`src/rtl/psi_frame_ctrl_if.sv`:
```
// Handshake bundle between psi_frame_ctrl, its atmospheric-light source,
// the PSI datapath and the PSI consumer.
interface psi_frame_ctrl_if;
  logic        al_valid;
  logic [7:0]  ar;
  logic [7:0]  ag;
  logic [7:0]  ab;
  logic        frame_start;
  logic        smooth_en;
  logic [7:0]  calc_ar;
  logic [7:0]  calc_ag;
  logic [7:0]  calc_ab;
  logic        calc_valid_in;
  logic [31:0] calc_psi;
  logic        calc_valid_out;
  logic [31:0] psi_cur;
  logic        psi_update;
  logic        busy;
  logic        err_timeout;
  logic        err_overrun;

  modport slave (
    input  al_valid, ar, ag, ab, frame_start, smooth_en, calc_psi, calc_valid_out,
    output calc_ar, calc_ag, calc_ab, calc_valid_in, psi_cur, psi_update,
           busy, err_timeout, err_overrun
  );

  modport master (
    output al_valid, ar, ag, ab, frame_start, smooth_en, calc_psi, calc_valid_out,
    input  calc_ar, calc_ag, calc_ab, calc_valid_in, psi_cur, psi_update,
           busy, err_timeout, err_overrun
  );
endinterface

```
`src/rtl/psi_frame_ctrl.sv`:
```
// Per-frame PSI controller: launches the PSI datapath on the latest atmospheric
// light sample at each frame boundary, then clamps and optionally smooths the result.
module psi_frame_ctrl #(
  parameter logic [31:0] PSI_MIN      = 32'd500000,
  parameter logic [31:0] PSI_MAX      = 32'd2000000,
  parameter logic [31:0] PSI_DEFAULT  = 32'd1250000,
  parameter logic [7:0]  TIMEOUT      = 8'd15,
  parameter logic [2:0]  SMOOTH_SHIFT = 3'd2
) (
  input  logic             clk,
  input  logic             rst,
  psi_frame_ctrl_if.slave  bus
);

  typedef enum logic [1:0] {IDLE, ISSUE, WAIT, APPLY} state_t;

  state_t       r_state;
  logic         r_pending;
  logic [23:0]  r_shadow;
  logic [7:0]   r_calc_ar;
  logic [7:0]   r_calc_ag;
  logic [7:0]   r_calc_ab;
  logic         r_calc_valid_in;
  logic [7:0]   r_cnt;
  logic [31:0]  r_psi_raw;
  logic [31:0]  r_psi_cur;
  logic         r_psi_update;
  logic         r_busy;
  logic         r_err_timeout;
  logic         r_err_overrun;

  logic [31:0]        w_target;
  logic signed [32:0] w_diff;
  logic [31:0]        w_psi_smooth;

  // Difference is taken at 33 bits so the arithmetic shift keeps the sign.
  always_comb begin
    w_target = r_psi_raw;
    if ($signed(r_psi_raw) < $signed(PSI_MIN)) begin
      w_target = PSI_MIN;
    end else if ($signed(r_psi_raw) > $signed(PSI_MAX)) begin
      w_target = PSI_MAX;
    end
    w_diff       = $signed({w_target[31], w_target}) - $signed({r_psi_cur[31], r_psi_cur});
    w_psi_smooth = r_psi_cur + 32'(w_diff >>> SMOOTH_SHIFT);
  end

  always_ff @(posedge clk or negedge rst) begin
    if (!rst) begin
      r_state         <= IDLE;
      r_pending       <= 1'b0;
      r_shadow        <= '0;
      r_calc_ar       <= '0;
      r_calc_ag       <= '0;
      r_calc_ab       <= '0;
      r_calc_valid_in <= 1'b0;
      r_cnt           <= '0;
      r_psi_raw       <= '0;
      r_psi_cur       <= PSI_DEFAULT;
      r_psi_update    <= 1'b0;
      r_busy          <= 1'b0;
      r_err_timeout   <= 1'b0;
      r_err_overrun   <= 1'b0;
    end else begin
      r_calc_valid_in <= 1'b0;
      r_psi_update    <= 1'b0;

      if (bus.al_valid) begin
        r_shadow  <= {bus.ar, bus.ag, bus.ab};
        r_pending <= 1'b1;
      end

      if (bus.frame_start && (r_state != IDLE)) begin
        r_err_overrun <= 1'b1;
      end

      // A sample arriving with frame_start is issued directly, so it never stays pending.
      case (r_state)
        IDLE: begin
          if (bus.frame_start && (r_pending || bus.al_valid)) begin
            r_state         <= ISSUE;
            r_busy          <= 1'b1;
            r_calc_valid_in <= 1'b1;
            r_pending       <= 1'b0;
            if (bus.al_valid) begin
              {r_calc_ar, r_calc_ag, r_calc_ab} <= {bus.ar, bus.ag, bus.ab};
            end else begin
              {r_calc_ar, r_calc_ag, r_calc_ab} <= r_shadow;
            end
          end
        end
        ISSUE: begin
          r_state <= WAIT;
          r_cnt   <= '0;
        end
        WAIT: begin
          r_cnt <= r_cnt + 8'd1;
          if (bus.calc_valid_out) begin
            r_psi_raw <= bus.calc_psi;
            r_state   <= APPLY;
          end else if ((r_cnt + 8'd1) == TIMEOUT) begin
            r_err_timeout <= 1'b1;
            r_state       <= IDLE;
            r_busy        <= 1'b0;
          end
        end
        APPLY: begin
          r_psi_cur    <= bus.smooth_en ? w_psi_smooth : w_target;
          r_psi_update <= 1'b1;
          r_state      <= IDLE;
          r_busy       <= 1'b0;
        end
        default: begin
          r_state <= IDLE;
          r_busy  <= 1'b0;
        end
      endcase
    end
  end

  assign bus.calc_ar       = r_calc_ar;
  assign bus.calc_ag       = r_calc_ag;
  assign bus.calc_ab       = r_calc_ab;
  assign bus.calc_valid_in = r_calc_valid_in;
  assign bus.psi_cur       = r_psi_cur;
  assign bus.psi_update    = r_psi_update;
  assign bus.busy          = r_busy;
  assign bus.err_timeout   = r_err_timeout;
  assign bus.err_overrun   = r_err_overrun;

endmodule
```
`src/flat_wrapper.sv`:
```
// flat-port wrapper written by rule: the top's interface ports become plain ports
module psi_frame_ctrl_flat 
#(
  parameter logic [31:0] PSI_MIN      = 32'd500000,
  parameter logic [31:0] PSI_MAX      = 32'd2000000,
  parameter logic [31:0] PSI_DEFAULT  = 32'd1250000,
  parameter logic [7:0]  TIMEOUT      = 8'd15,
  parameter logic [2:0]  SMOOTH_SHIFT = 3'd2
)
  (clk, rst, bus_al_valid, bus_ar, bus_ag, bus_ab, bus_frame_start, bus_smooth_en, bus_calc_psi, bus_calc_valid_out, bus_calc_ar, bus_calc_ag, bus_calc_ab, bus_calc_valid_in, bus_psi_cur, bus_psi_update, bus_busy, bus_err_timeout, bus_err_overrun);
  psi_frame_ctrl_if bus_i ();
  input  logic clk;
  input  logic rst;
  input wire logic [$bits(bus_i.al_valid)-1:0] bus_al_valid;
  input wire logic [$bits(bus_i.ar)-1:0] bus_ar;
  input wire logic [$bits(bus_i.ag)-1:0] bus_ag;
  input wire logic [$bits(bus_i.ab)-1:0] bus_ab;
  input wire logic [$bits(bus_i.frame_start)-1:0] bus_frame_start;
  input wire logic [$bits(bus_i.smooth_en)-1:0] bus_smooth_en;
  input wire logic [$bits(bus_i.calc_psi)-1:0] bus_calc_psi;
  input wire logic [$bits(bus_i.calc_valid_out)-1:0] bus_calc_valid_out;
  output wire logic [$bits(bus_i.calc_ar)-1:0] bus_calc_ar;
  output wire logic [$bits(bus_i.calc_ag)-1:0] bus_calc_ag;
  output wire logic [$bits(bus_i.calc_ab)-1:0] bus_calc_ab;
  output wire logic [$bits(bus_i.calc_valid_in)-1:0] bus_calc_valid_in;
  output wire logic [$bits(bus_i.psi_cur)-1:0] bus_psi_cur;
  output wire logic [$bits(bus_i.psi_update)-1:0] bus_psi_update;
  output wire logic [$bits(bus_i.busy)-1:0] bus_busy;
  output wire logic [$bits(bus_i.err_timeout)-1:0] bus_err_timeout;
  output wire logic [$bits(bus_i.err_overrun)-1:0] bus_err_overrun;
  assign bus_i.al_valid = bus_al_valid;
  assign bus_i.ar = bus_ar;
  assign bus_i.ag = bus_ag;
  assign bus_i.ab = bus_ab;
  assign bus_i.frame_start = bus_frame_start;
  assign bus_i.smooth_en = bus_smooth_en;
  assign bus_i.calc_psi = bus_calc_psi;
  assign bus_i.calc_valid_out = bus_calc_valid_out;
  assign bus_calc_ar = bus_i.calc_ar;
  assign bus_calc_ag = bus_i.calc_ag;
  assign bus_calc_ab = bus_i.calc_ab;
  assign bus_calc_valid_in = bus_i.calc_valid_in;
  assign bus_psi_cur = bus_i.psi_cur;
  assign bus_psi_update = bus_i.psi_update;
  assign bus_busy = bus_i.busy;
  assign bus_err_timeout = bus_i.err_timeout;
  assign bus_err_overrun = bus_i.err_overrun;
  psi_frame_ctrl #(.PSI_MIN(PSI_MIN), .PSI_MAX(PSI_MAX), .PSI_DEFAULT(PSI_DEFAULT), .TIMEOUT(TIMEOUT), .SMOOTH_SHIFT(SMOOTH_SHIFT)) u_core (.clk(clk), .rst(rst), .bus(bus_i));
endmodule
```
`config.mk`:
```
export PLATFORM = sky130hd
export DESIGN_NAME = psi_frame_ctrl_flat
export DESIGN_NICKNAME = d
export VERILOG_FILES = /design/src/rtl/psi_frame_ctrl_if.sv /design/src/rtl/psi_frame_ctrl.sv /design/src/flat_wrapper.sv
export SDC_FILE = /design/constraint.sdc
export NUM_CORES = 1
export LEC_CHECK = 0
export CORE_ASPECT_RATIO = 0.7
export CORE_UTILIZATION = 60
export DETAILED_ROUTE_END_ITERATION = 12
export PLACE_DENSITY = 0.84
export SLEW_MARGIN = 15
export SYNTH_ARGS = -nofsm -noshare
export SYNTH_HDL_FRONTEND = slang
export SYNTH_SLANG_ARGS = --single-unit
```
`constraint.sdc`:
```
create_clock -name clk -period 11.44 [get_ports clk]
set_input_delay 1.716 -clock clk [delete_from_list [all_inputs] [get_ports clk]]
set_output_delay 1.716 -clock clk [all_outputs]
set_load 0.02 [all_outputs]
```
# Word-level counts from Yosys, hierarchy flattened
# Cells that the tools add are included.
# op_classes
n_lt_le_gt_ge,2
n_eq_ne,8
add_sub_neg,3
bitwise_logic,1
n_mux,21
reduce_logical,12
# op_table
operator,count
2-to-1 mux 32 bit,3
subtractor 32 x 32 -> 33 bit,1
adder 32 bit,1
greater-than comparator 32 x 22 -> 1 bit (second input constant),1
< comparator 32 x 20 -> 1 bit (second input constant),1
2-to-1 mux 8 bit,3
one-hot mux 8 bit (2 select lines),1
2-to-1 mux 1 bit,9
adder 8 x 1 -> 8 bit (second input constant),1
== test 8 x 4 -> 1 bit (second input constant),1
one-hot mux 2 bit (4 select lines),1
2-to-1 mux 2 bit,3
AND reduction 2 bit,3
== test 2 bit (second input constant),2
inequality test 2 x 1 -> 1 bit (second input constant),2
AND reduction 4 bit,1
nonzero test 2 bit,2
inequality test 3 x 2 -> 1 bit (second input constant),1
one-hot mux 1 bit (3 select lines),1
AND reduction 3 bit,1
nonzero test 3 bit,1
== test 2 x 1 -> 1 bit (second input constant),1
logical AND 1 bit,2
zero test 2 bit,1
3 further kinds,3
# totals
register_bits,128
elab_cells,61
out_inout_bits,61

# Logic depth before layout (Yosys ltp)
# Gate-level depths: netlist (run 1).
# logic_depth
word_depth,6
ltp_mapped,31
depth_no_buf,30

# Worst setup path after synthesis (run 1)
# Ideal clock, no wire load.
# synth_path
path_type,reg2reg
start,register u_core.r_psi_raw[28]
end,register u_core.r_psi_cur[31] (netlist: u_core.bus.psi_cur[31])
t_arrival_ps,5976
slack_ps,5374
path_buffers,1
synth_period_minus_slack_ps,6066
required_ps,11350
stages_incl_launch_ff,32
setup_ps,90
path_cell_list,dfrtp_1 nor4_2 nand3_1 or3_1 and2_1 a21oi_1 clkbuf_1 and2_1 ha_1 a21o_1 a221oi_2 o21ba_2 nand2_1 a31oi_1 o21a_1 o21ai_2 a221o_1 a21o_1 a21oi_1 xnor2_1 ha_1 nand2_1 o21ai_1 a41oi_1 nand2_1 a21oi_1 o41ai_2 nand4_1 a21oi_1 xor2_1 nand4_1 o221ai_1
# synth_via
elab_chain_cells,6
word_cells_on_any_way,7
# synth_lines
element,line,source
start: declaration,psi_frame_ctrl.sv:25,logic [31:0] r_psi_raw;
start signal: assignment,psi_frame_ctrl.sv:99,r_psi_raw <= bus.calc_psi;
greater-than comparator 32 x 22 -> 1 bit,psi_frame_ctrl.sv:41,end else if ($signed(r_psi_raw) > $signed(PSI_MAX)) begin
2-to-1 mux 32 bit,psi_frame_ctrl.sv:41,
2-to-1 mux 32 bit *,psi_frame_ctrl.sv:39,if ($signed(r_psi_raw) < $signed(PSI_MIN)) begin
subtractor 32 x 32 -> 33 bit,psi_frame_ctrl.sv:44,"w_diff = $signed({w_target[31], w_target}) - $signed({r_psi_cur[31], r_psi_cur});"
adder 32 bit,psi_frame_ctrl.sv:45,w_psi_smooth = r_psi_cur + 32'(w_diff >>> SMOOTH_SHIFT);
2-to-1 mux 32 bit *,psi_frame_ctrl.sv:108,r_psi_cur <= bus.smooth_en ? w_psi_smooth : w_target;
end signal: assignment,psi_frame_ctrl.sv:108,
end: declaration,psi_frame_ctrl.sv:26,logic [31:0] r_psi_cur;
# Mark *: on every way between the ends. The rest lies on a longest branch, timed or not.
# A chain may end at the register's enable or synchronous reset.

# Final worst setup path (run 1)
# layout_path
start,register u_core.r_psi_raw[14]
end,register u_core.r_psi_cur[31] (netlist: u_core.bus.psi_cur[31])
# Same word-level chain as after synthesis.

==> impl_metrics.env, run 1 <==
export IMPL_synth_cells=855
export IMPL_cp_slowest_stage_delay_ns=0.57
export IMPL_period_minus_slack_ns=7.037
export IMPL_regArea_sq_mm=0.003213
export IMPL_grt_antenna_before_repair=0
export IMPL_diodes=0
export IMPL_drt_wl_total_um=21130
export IMPL_gr_total_overflow=0
export IMPL_firstDrtPassIters=7
export IMPL_grt_pass1_wl_um=34530
export IMPL_start_util_pct=62.61
export IMPL_die_height_um=100.9
export IMPL_cts_tree="done"
export IMPL_area_growth_syn_to_layout_pct=24.20
export IMPL_cts_resized=0
export IMPL_fill_cells=912
export IMPL_postRouteAntennaNets=0
export IMPL_gp_congestion=0.9464
export IMPL_crit_path_frequent_cell="a21oi_1"
export IMPL_io_pins=123
export IMPL_mostFrequentLayoutCell="clkdlybuf4s50_1"
export IMPL_route_detailed_drc=0
export IMPL_avgSynthCellArea_sq_um=9.814
export IMPL_fin_cells=1186
export IMPL_reg2reg_from="u_core.r_psi_raw[14]"
export IMPL_crit_path_end_kind="flip-flop"
export IMPL_multiInputGateArea_sq_mm=0.004895
export IMPL_async_flop_share_pct=100.0
export IMPL_fmax_ghz=0.1421
export IMPL_cts_hold_buf=0
export IMPL_core_sq_mm=0.01340
export IMPL_die_x_um=143.3
export IMPL_clk_pin_slew_ns=0.06
export IMPL_dpl_hpwl_um=15140
export IMPL_synth_ff_type="dfrtp_1"
export IMPL_viasPerCell=5.897
export IMPL_dr_total_vias=6994
export IMPL_root_buffer="clkbuf_16"
export IMPL_finalSetupTns_ns=0
export IMPL_critPathLaunchType="flip-flop"
export IMPL_hold_class="reg2reg"
export IMPL_cp_arrival_ns=7.36
export IMPL_clkSinkCount=128
export IMPL_max_slew_worst_pin_slew_ns=1.087
export IMPL_post_route_period_util_pct=61.51
export IMPL_cp_required_ns=11.77
export IMPL_numPortBuffers=122
export IMPL_wire_per_inst_um=17.81
export IMPL_die_area_sq_mm=0.01447
export IMPL_synth_seq_cells=128
export IMPL_status="finished clean"
export IMPL_hold_viol=0
export IMPL_synth_area_sq_mm=0.008391
export IMPL_row_count=35
export IMPL_worstHoldStart="u_core.bus.err_overrun"
export IMPL_startpoint="u_core.r_psi_raw[14]"
export IMPL_slew_headroom_pct=27.55
export IMPL_track_usage_pct=31.27
export IMPL_worst_path_max_delay_cell="o21ai_1"
export IMPL_yosys_warnings=0
export IMPL_insertion_delay_ns=0.43
export IMPL_dpl_cell_count=1154
export IMPL_postCtsSetupBuffers=0
export IMPL_rsz0062_at_grt="no"
export IMPL_critical_path_class="reg2reg"
export IMPL_grt_pass1_vias=6874
export IMPL_critPathBufInv=0
export IMPL_slew_viol_final=0
export IMPL_layout_common_cells="121 x clkdlybuf4s50_1, 120 x dfrtp_1, 80 x mux2_2"
export IMPL_layout_nets=1119
export IMPL_drtIter0Drc=548
export IMPL_seq_area_frac_synth_pct=38.29
export IMPL_grt_max_degree=75
export IMPL_setup_viol=0
export IMPL_timing_max_cap_violations=0
export IMPL_fin_util_pct=77.77
export IMPL_cts_buffers=17
export IMPL_htree_levels=4
export IMPL_critical_path_top_delay_family="compound AO/OA/AOI/OAI gates"
export IMPL_worst_path_max_fanout=13
export IMPL_synth_cell_types=71
export IMPL_synth_edf_count=0
export IMPL_clock_path_buffers=2
export IMPL_drive_gt1_share_pct=14.59
export IMPL_fin_skew_ns=0.008470
==> registers in the layout, indices dropped and copies added (netlist names), 2 cells and up <==
register and count:
u_core.r_state 2, u_core.r_shadow 24, u_core.bus.psi_cur 32, u_core.bus.calc_ag 8, u_core.r_cnt 8, u_core.bus.calc_ar 8, u_core.bus.calc_ab 8, u_core.r_psi_raw 32
==> worst paths after layout <==
check,to,slack [ns],cells after the start
max,u_core.bus.psi_cur[31],4.40,30
min,u_core.bus.err_overrun,0.47,1
max reg2reg,u_core.bus.psi_cur[31],4.40,30
min reg2reg,u_core.bus.err_overrun,0.47,1
max in group asynchronous,u_core.r_shadow[12],8.73,2
min in group asynchronous,u_core.r_psi_raw[5],1.33,1
==> Yosys cell counts (all sizes together), types with 3 or more instances <==
library cell,number,area (sq um)
o21a,13,97.59
nor2,55,206.5
nand2,54,202.7
a31oi,7,43.79
a211oi,4,30.03
and2,13,81.33
mux2i,13,130.1
and3,5,31.28
o211ai,7,52.55
o22ai,13,81.33
nand2b,8,50.05
clkbuf,19,71.32
nand3,21,105.1
a21o,25,187.7
inv,63,236.5
nor3,16,96.35
dfrtp,120,3003
buf,4,15.01
a21oi,69,349.1
or3,4,30.03
o21bai,7,56.30
dfstp,8,210.2
ha,68,850.8
mux2,80,900.9
nor4,6,65.06
xor2,20,175.2
xnor2,36,315.3
nor2b,3,18.77
o21ai,47,239.0
nand4,11,68.82
==> metal layers <==
metal | vias to the layer above | global-route usage, % | part of all wire (%)
met5 | - | 0 | 0
met1 | 3358 | 45.17 | 48
met3 | 32 | 8.314 | 7.5
met4 | 0 | 7.774 | 1.6
li1 | 3334 | - | -
met2 | 270 | 46.57 | 43
==> metrics by stage <==
stage / instance area [sq um] / hold slack (ns) / worst slack, ns
floorplan: 8428 / 0.4694 / 5.374
global placement: 9832 / 0.4406 / 4.816
detailed placement: 9832 / 0.4608 / 4.613
CTS: 10420 / 0.4766 / 4.525
global route: 10420 / 0.4980 / 3.851
finish: 10420 / 0.4741 / 4.403
==> kinds of logic (layout without fill, tap and decap cells) <==
group           Yosys count  in the layout  share of synthesized area, %
mux                      93             93                         12.29
flops                   128            128                         38.29
simple gates            204            204                         12.15
other cells               1             11                       0.04469
xor+xnor                 56             56                         5.846
buf+inv                  86            222                         3.847
compound gates          218            218                         17.15
fa+ha+maj                69             69                         10.38
==> area by class of cell <==
| class | instances | share of cell area, % |
|---|---|---|
| clock buffers | 17 | 4.082 |
| flip-flops and latches | 128 | 30.83 |
| inverters | 63 | 2.269 |
| repair buffers | 127 | 12.05 |
| well taps | 185 | 2.221 |
| multi-input cells | 651 | 46.97 |
| clock inverters | 15 | 1.573 |
Power of run 1 is left out: the tool's default activity adds up to more than one toggle a clock period on the data nets, which glitch-free logic cannot reach.
==> run 2, diff against run 1 <==
--- a/config.mk
+++ b/config.mk
@@ -6,9 +6,9 @@
 export NUM_CORES = 1
 export LEC_CHECK = 0
 export CORE_ASPECT_RATIO = 0.7
-export CORE_UTILIZATION = 60
+export CORE_UTILIZATION = 50
 export DETAILED_ROUTE_END_ITERATION = 12
-export PLACE_DENSITY = 0.84
+export PLACE_DENSITY = 0.74
 export SLEW_MARGIN = 15
 export SYNTH_ARGS = -nofsm -noshare
 export SYNTH_HDL_FRONTEND = slang
==> constraint.sdc (replaced) <==
create_clock -name clk -period 6.4 [get_ports clk]
set_input_delay 0.96 -clock clk [delete_from_list [all_inputs] [get_ports clk]]
set_output_delay 0.96 -clock clk [all_outputs]
set_load 0.02 [all_outputs]
==> impl_metrics.env, run 2 (same netlist as run 1, synthesis figures left out) <==
export IMPL_wl_met3_um=1245
export IMPL_hold_end="u_core.bus.err_overrun"
export IMPL_track_usage_pct=24.33
export IMPL_drt_wl_total_um=20760
export IMPL_dr_total_vias=6924
export IMPL_reg2reg_from="u_core.r_psi_raw[30]"
export IMPL_drive_gt1_share_pct=19.98
export IMPL_cts_tree="done"
export IMPL_timing_max_cap_violations=0
export IMPL_postRouteAntennaNets=0
export IMPL_fin_skew_ns=0.006846
export IMPL_clk_pin_slew_ns=0.06
export IMPL_wl_met1_um=10520
export IMPL_critPathLaunchType="flip-flop"
export IMPL_rsz0062_at_grt="yes"
export IMPL_dpl_cell_count=1226
export IMPL_mostFrequentLayoutCell="clkdlybuf4s50_1"
export IMPL_reg2reg_depth=29
export IMPL_setup_viol=0
export IMPL_finalSetupTns_ns=0
export IMPL_dr_max_layer_used="met4"
export IMPL_worst_path_max_fanout=5
export IMPL_diodes=0
export IMPL_grt_antenna_before_repair=0
export IMPL_route_detailed_drc=0
export IMPL_grt_max_degree=76
export IMPL_firstDrtPassIters=5
export IMPL_dr_wl_met2_um=8831
export IMPL_area_growth_syn_to_layout_pct=30.67
export IMPL_r2r_slack_ns=0.27
export IMPL_cts_buffers=17
export IMPL_layout_nets=1154
export IMPL_rr_endpoint="u_core.bus.psi_cur[30]"
export IMPL_die_area_sq_mm=0.01731
export IMPL_final_cell_area_sq_mm=0.01096
export IMPL_cp_required_ns=6.67
export IMPL_row_count=39
export IMPL_htree_levels=4
export IMPL_crit_path_frequent_cell="o21a_1"
export IMPL_status="finished clean"
export IMPL_cp_arrival_ns=6.40
export IMPL_core_sq_mm=0.01635
export IMPL_root_buffer="clkbuf_16"
export IMPL_grt_pass1_wl_um=32110
export IMPL_critical_path_class="reg2reg"
export IMPL_fmax_ghz=0.1631
export IMPL_die_height_um=110.4
export IMPL_max_slew_worst_pin_slew_ns=0.9762
export IMPL_numPortBuffers=122
export IMPL_start_util_pct=51.33
export IMPL_clkSinkCount=128
export IMPL_slew_headroom_pct=34.92
export IMPL_dpl_hpwl_um=15360
export IMPL_hold_depth=1
export IMPL_fin_cells=1261
export IMPL_gp_congestion=0.9325
export IMPL_place_area_sq_mm=0.01012
export IMPL_io_pins=123
export IMPL_layout_common_cells="121 x clkdlybuf4s50_1, 119 x dfrtp_1, 80 x mux2_2"
export IMPL_die_x_um=156.8
export IMPL_worstHoldStart="u_core.bus.err_overrun"
export IMPL_slew_viol_final=0
export IMPL_grt_pass1_vias=6261
export IMPL_hold_class="reg2reg"
export IMPL_clock_path_buffers=2
export IMPL_wire_per_inst_um=16.47
export IMPL_insertion_delay_ns=0.42
export IMPL_cp_slowest_stage_delay_ns=0.41
export IMPL_worst_path_max_delay_cell="dfrtp_1"
export IMPL_post_route_period_util_pct=95.80
export IMPL_drtIter0Drc=473
export IMPL_viasPerCell=5.491
export IMPL_gr_total_overflow=0
export IMPL_hold_viol=0
export IMPL_crit_path_end_kind="flip-flop"
export IMPL_period_minus_slack_ns=6.131
run 2: cell types whose count changed in the layout (fill, tap and decap cells not counted), sizes merged:
cell,before,now
clkbuf,17,21
clkinv,2,5
inv,73,65
bufinv,1,4
buf,6,41
clkinvlp,2,0
run 2: per-stage QoR:
| step | hold slack, ns | utilization [%] | setup WS (ns) |
|---|---|---|---|
| finish | 0.4564 | 67.07 | 0.2689 |
| detailed placement | 0.4479 | 61.92 | 0.02269 |
| floorplan | 0.4694 | - | 0.3340 |
| global placement | 0.4411 | 61.92 | 0.08887 |
| global route | 0.5022 | 67.07 | -0.09206 |
| CTS | 0.4612 | 65.85 | 0.06880 |
run 2: critical path: cells and delay by family (launching register included):
family,cells,cell delay [ns]
adders and majority gates,2,0.53
AOI/OAI and AO/OA,14,2.74
xor gates and xnor gates,2,0.33
and+or+nand+nor,9,1.73
buffers and inverters,2,0.22
DFF,1,0.41
run 2: cell type report:
| type | count | area (sq um) |
|---|---|---|
| fillers | 1264 | 5383 |
| repair buffers | 162 | 1519 |
| clock buffers | 21 | 460.4 |
| inverters | 63 | 236.5 |
| well taps | 225 | 281.5 |
| multi-input cells | 651 | 5075 |
| flip-flops and latches | 128 | 3214 |
| clock inverters | 11 | 177.7 |
run 2: routing by layer:
metal | global-route usage [%] | vias up
met5 | 0 | -
met1 | 36.77 | 3324
met3 | 5.512 | 17
met4 | 5.672 | 0
met2 | 34.79 | 181
li1 | - | 3402
run 2: timing repair:
| item | in CTS | in global routing |
|---|---|---|
| endpoints found under the setup margin | 3 | 12 |
| hold buffers | 0 | 0 |
| gates resized for setup | 1 | 36 |
| pin swaps | 0 | 24 |
| setup buffers | 0 | 3 |
run 2: worst max path at each step:
| stage | start | endpoint | slack (ns) | depth (start not counted) |
|---|---|---|---|---|
| 2_1_floorplan | u_core.r_psi_raw[28] | u_core.bus.psi_cur[31] | 0.33 | 31 |
| 3_3_place_gp | u_core.r_psi_raw[28] | u_core.bus.psi_cur[30] | 0.09 | 29 |
| 3_5_place_dp | u_core.r_psi_raw[28] | u_core.bus.psi_cur[31] | 0.02 | 27 |
| 4_1_cts | u_core.r_psi_raw[28] | u_core.bus.psi_cur[30] | 0.07 | 29 |
| 5_1_grt | u_core.r_psi_raw[6] | u_core.bus.psi_cur[29] | -0.09 | 31 |
| 6_report | u_core.r_psi_raw[30] | u_core.bus.psi_cur[30] | 0.27 | 29 |
Power of run 2 is left out for the same reason.
==> edit (config.mk and constraints of run 1) <==
The 4 states of `state_t` get a one-hot encoding in 4 bits.
--- a/src/rtl/psi_frame_ctrl.sv
+++ b/src/rtl/psi_frame_ctrl.sv
@@ -13,5 +13,5 @@
 );
 
-  typedef enum logic [1:0] {IDLE, ISSUE, WAIT, APPLY} state_t;
+  typedef enum logic [3:0] {IDLE = 4'b0001, ISSUE = 4'b0010, WAIT = 4'b0100, APPLY = 4'b1000} state_t;
 
   state_t       r_state;
Check against the original RTL: no difference found for any inputs over 4 cycles, from zero or initial values and one cycle with rst low; so few cycles prove little.
==> edit against run 1 <==
- via count rose by 1.4%
- sequential share of layout area is 0.67 points higher
- wire length is 0.97% higher
- utilization down 0.19 points
- hold slack better by 0.010 ns
- sequential cell count is 2 higher
- synthesized area shrank 0.79%
- first-iteration DRC count rose by 22%
- design area is 0.58% lower
- synthesized cell count up 1.1%
- critical path depth decreased by 1
- setup slack lost 0.47 ns
- highest routed layer unchanged
Power is left out: the tool's default activity adds up to more than one toggle a clock period on the data nets, which glitch-free logic cannot reach.
==> edit: results (changes against run 1) <==
- Outcome: complete, no violations
- Hold Crit Class: reg2reg
- Ranking of synthesized cells by area: dfrtp_1, mux2_2, ha_1
- Critical-path top delay cell: a21oi_1
- Cell count of the worst reg-to-reg path: 29 (-3.3%)
- Global-route wire length before repair: 35400 um (+2.6%)
- Initial DRC Count: 667 (+22%)
- WL/cell: 17.8 um (+0.12%)
- Data arrival, critical path: 7.79 ns (+0.43 ns)
- Netlist cell types: 68 (-4.2%)
- Vias: 7093 (+1.4%)
- Overall Global Routing Usage: 32.1% (+0.84 points)
- Vias per inst: 5.93 (+0.57%)
- Vias in the first global route: 6897 (+0.33%)
- Pre-CTS setup slack: 4.43 ns (-0.185 ns)
- R2R Path Start: u_core.r_psi_raw[26]$_DFFE_PN0P_
- Most common library cells after synthesis: dfrtp_1, mux2_2, nand2_1
- Layout cells sized above 1: 13.6% (-1.0 points)
- Worst-path fanout max: 14 (+1)
- Actual slew at the worst max-slew pin: 1.04 ns (-0.0424 ns)
- RePlAce Congestion: 0.925 (-2.2%)
- Worst Hold Path EP: u_core.bus.err_timeout$_DFFE_PN0P_
- Placed Cells: 1165 (+0.95%)
- R2r setup slk: 3.93 ns (-0.47 ns)
- Adder and majority gate portion of the synthesized area: 9.86% (-0.52 points)
- Slowest stage delay, CP: 0.78 ns (+0.21 ns)
- Xor and xnor area share after synthesis: 5.37% (-0.48 points)
- Fmax: 133 MHz (-6.3%)
- Final hold slack: 0.484 ns (+0.0100 ns)
- Worst setup endpoint: u_core.bus.psi_cur[30]$_DFFE_PN0P_
- Hold Startpoint: u_core.bus.err_timeout$_DFFE_PN0P_
- Post-DP HPWL: 15200 um (+0.44%)
- Drt pass-1 iters: 5 (-2)
- Filler cell count: 888 (-2.6%)
- Synth Instances: 864 (+1.1%)
- Post-synthesis mux area share: 11.1% (-1.1 points)
- Nets: 1126 (+0.63%)
- Final clock skew: 0.00894 ns (+0.000473 ns)
- Post-DP Area: 0.00978 sq mm (-0.57%)
- Seq/Total Area, Yosys: 39.2% (+0.92 points)
edit: cell types whose count changed after synthesis, moves of 10 or more:
cell     delta
nand2_1    +19
nor2_1     +13
o21ai_0    +25
a21oi_1    -17
inv_1      -14
o22ai_1    -10
edit: kinds of logic (layout without fill, tap and decap cells):
kind of cell             after synthesis  in the layout
AO/OA/AOI/OAI                        220            220
XOR/XNOR                              51             51
adder cells (fa/ha/maj)               65             65
buffers and inverters                 72            209
flip-flops                           130            130
multiplexers                          83             83
other                                  1             11
AND/OR/NAND/NOR                      242            242
edit: final cells by class:
class | count | area [sq um] | share of cell area [%]
repair buffers | 128 | 1260 | 12.2
clock inverters | 11 | 129 | 1.24
well taps | 185 | 231 | 2.23
multi-input cells | 672 | 4830 | 46.6
clock buffers | 20 | 457 | 4.41
inverters | 50 | 188 | 1.81
flip-flops and latches | 130 | 3260 | 31.5
edit: routing by layer:
metal,global-route usage [%],routed length (um)
met1,46.9,10200
met2,48.5,9190
met3,6.60,1660
met4,8.60,310
met5,0,0
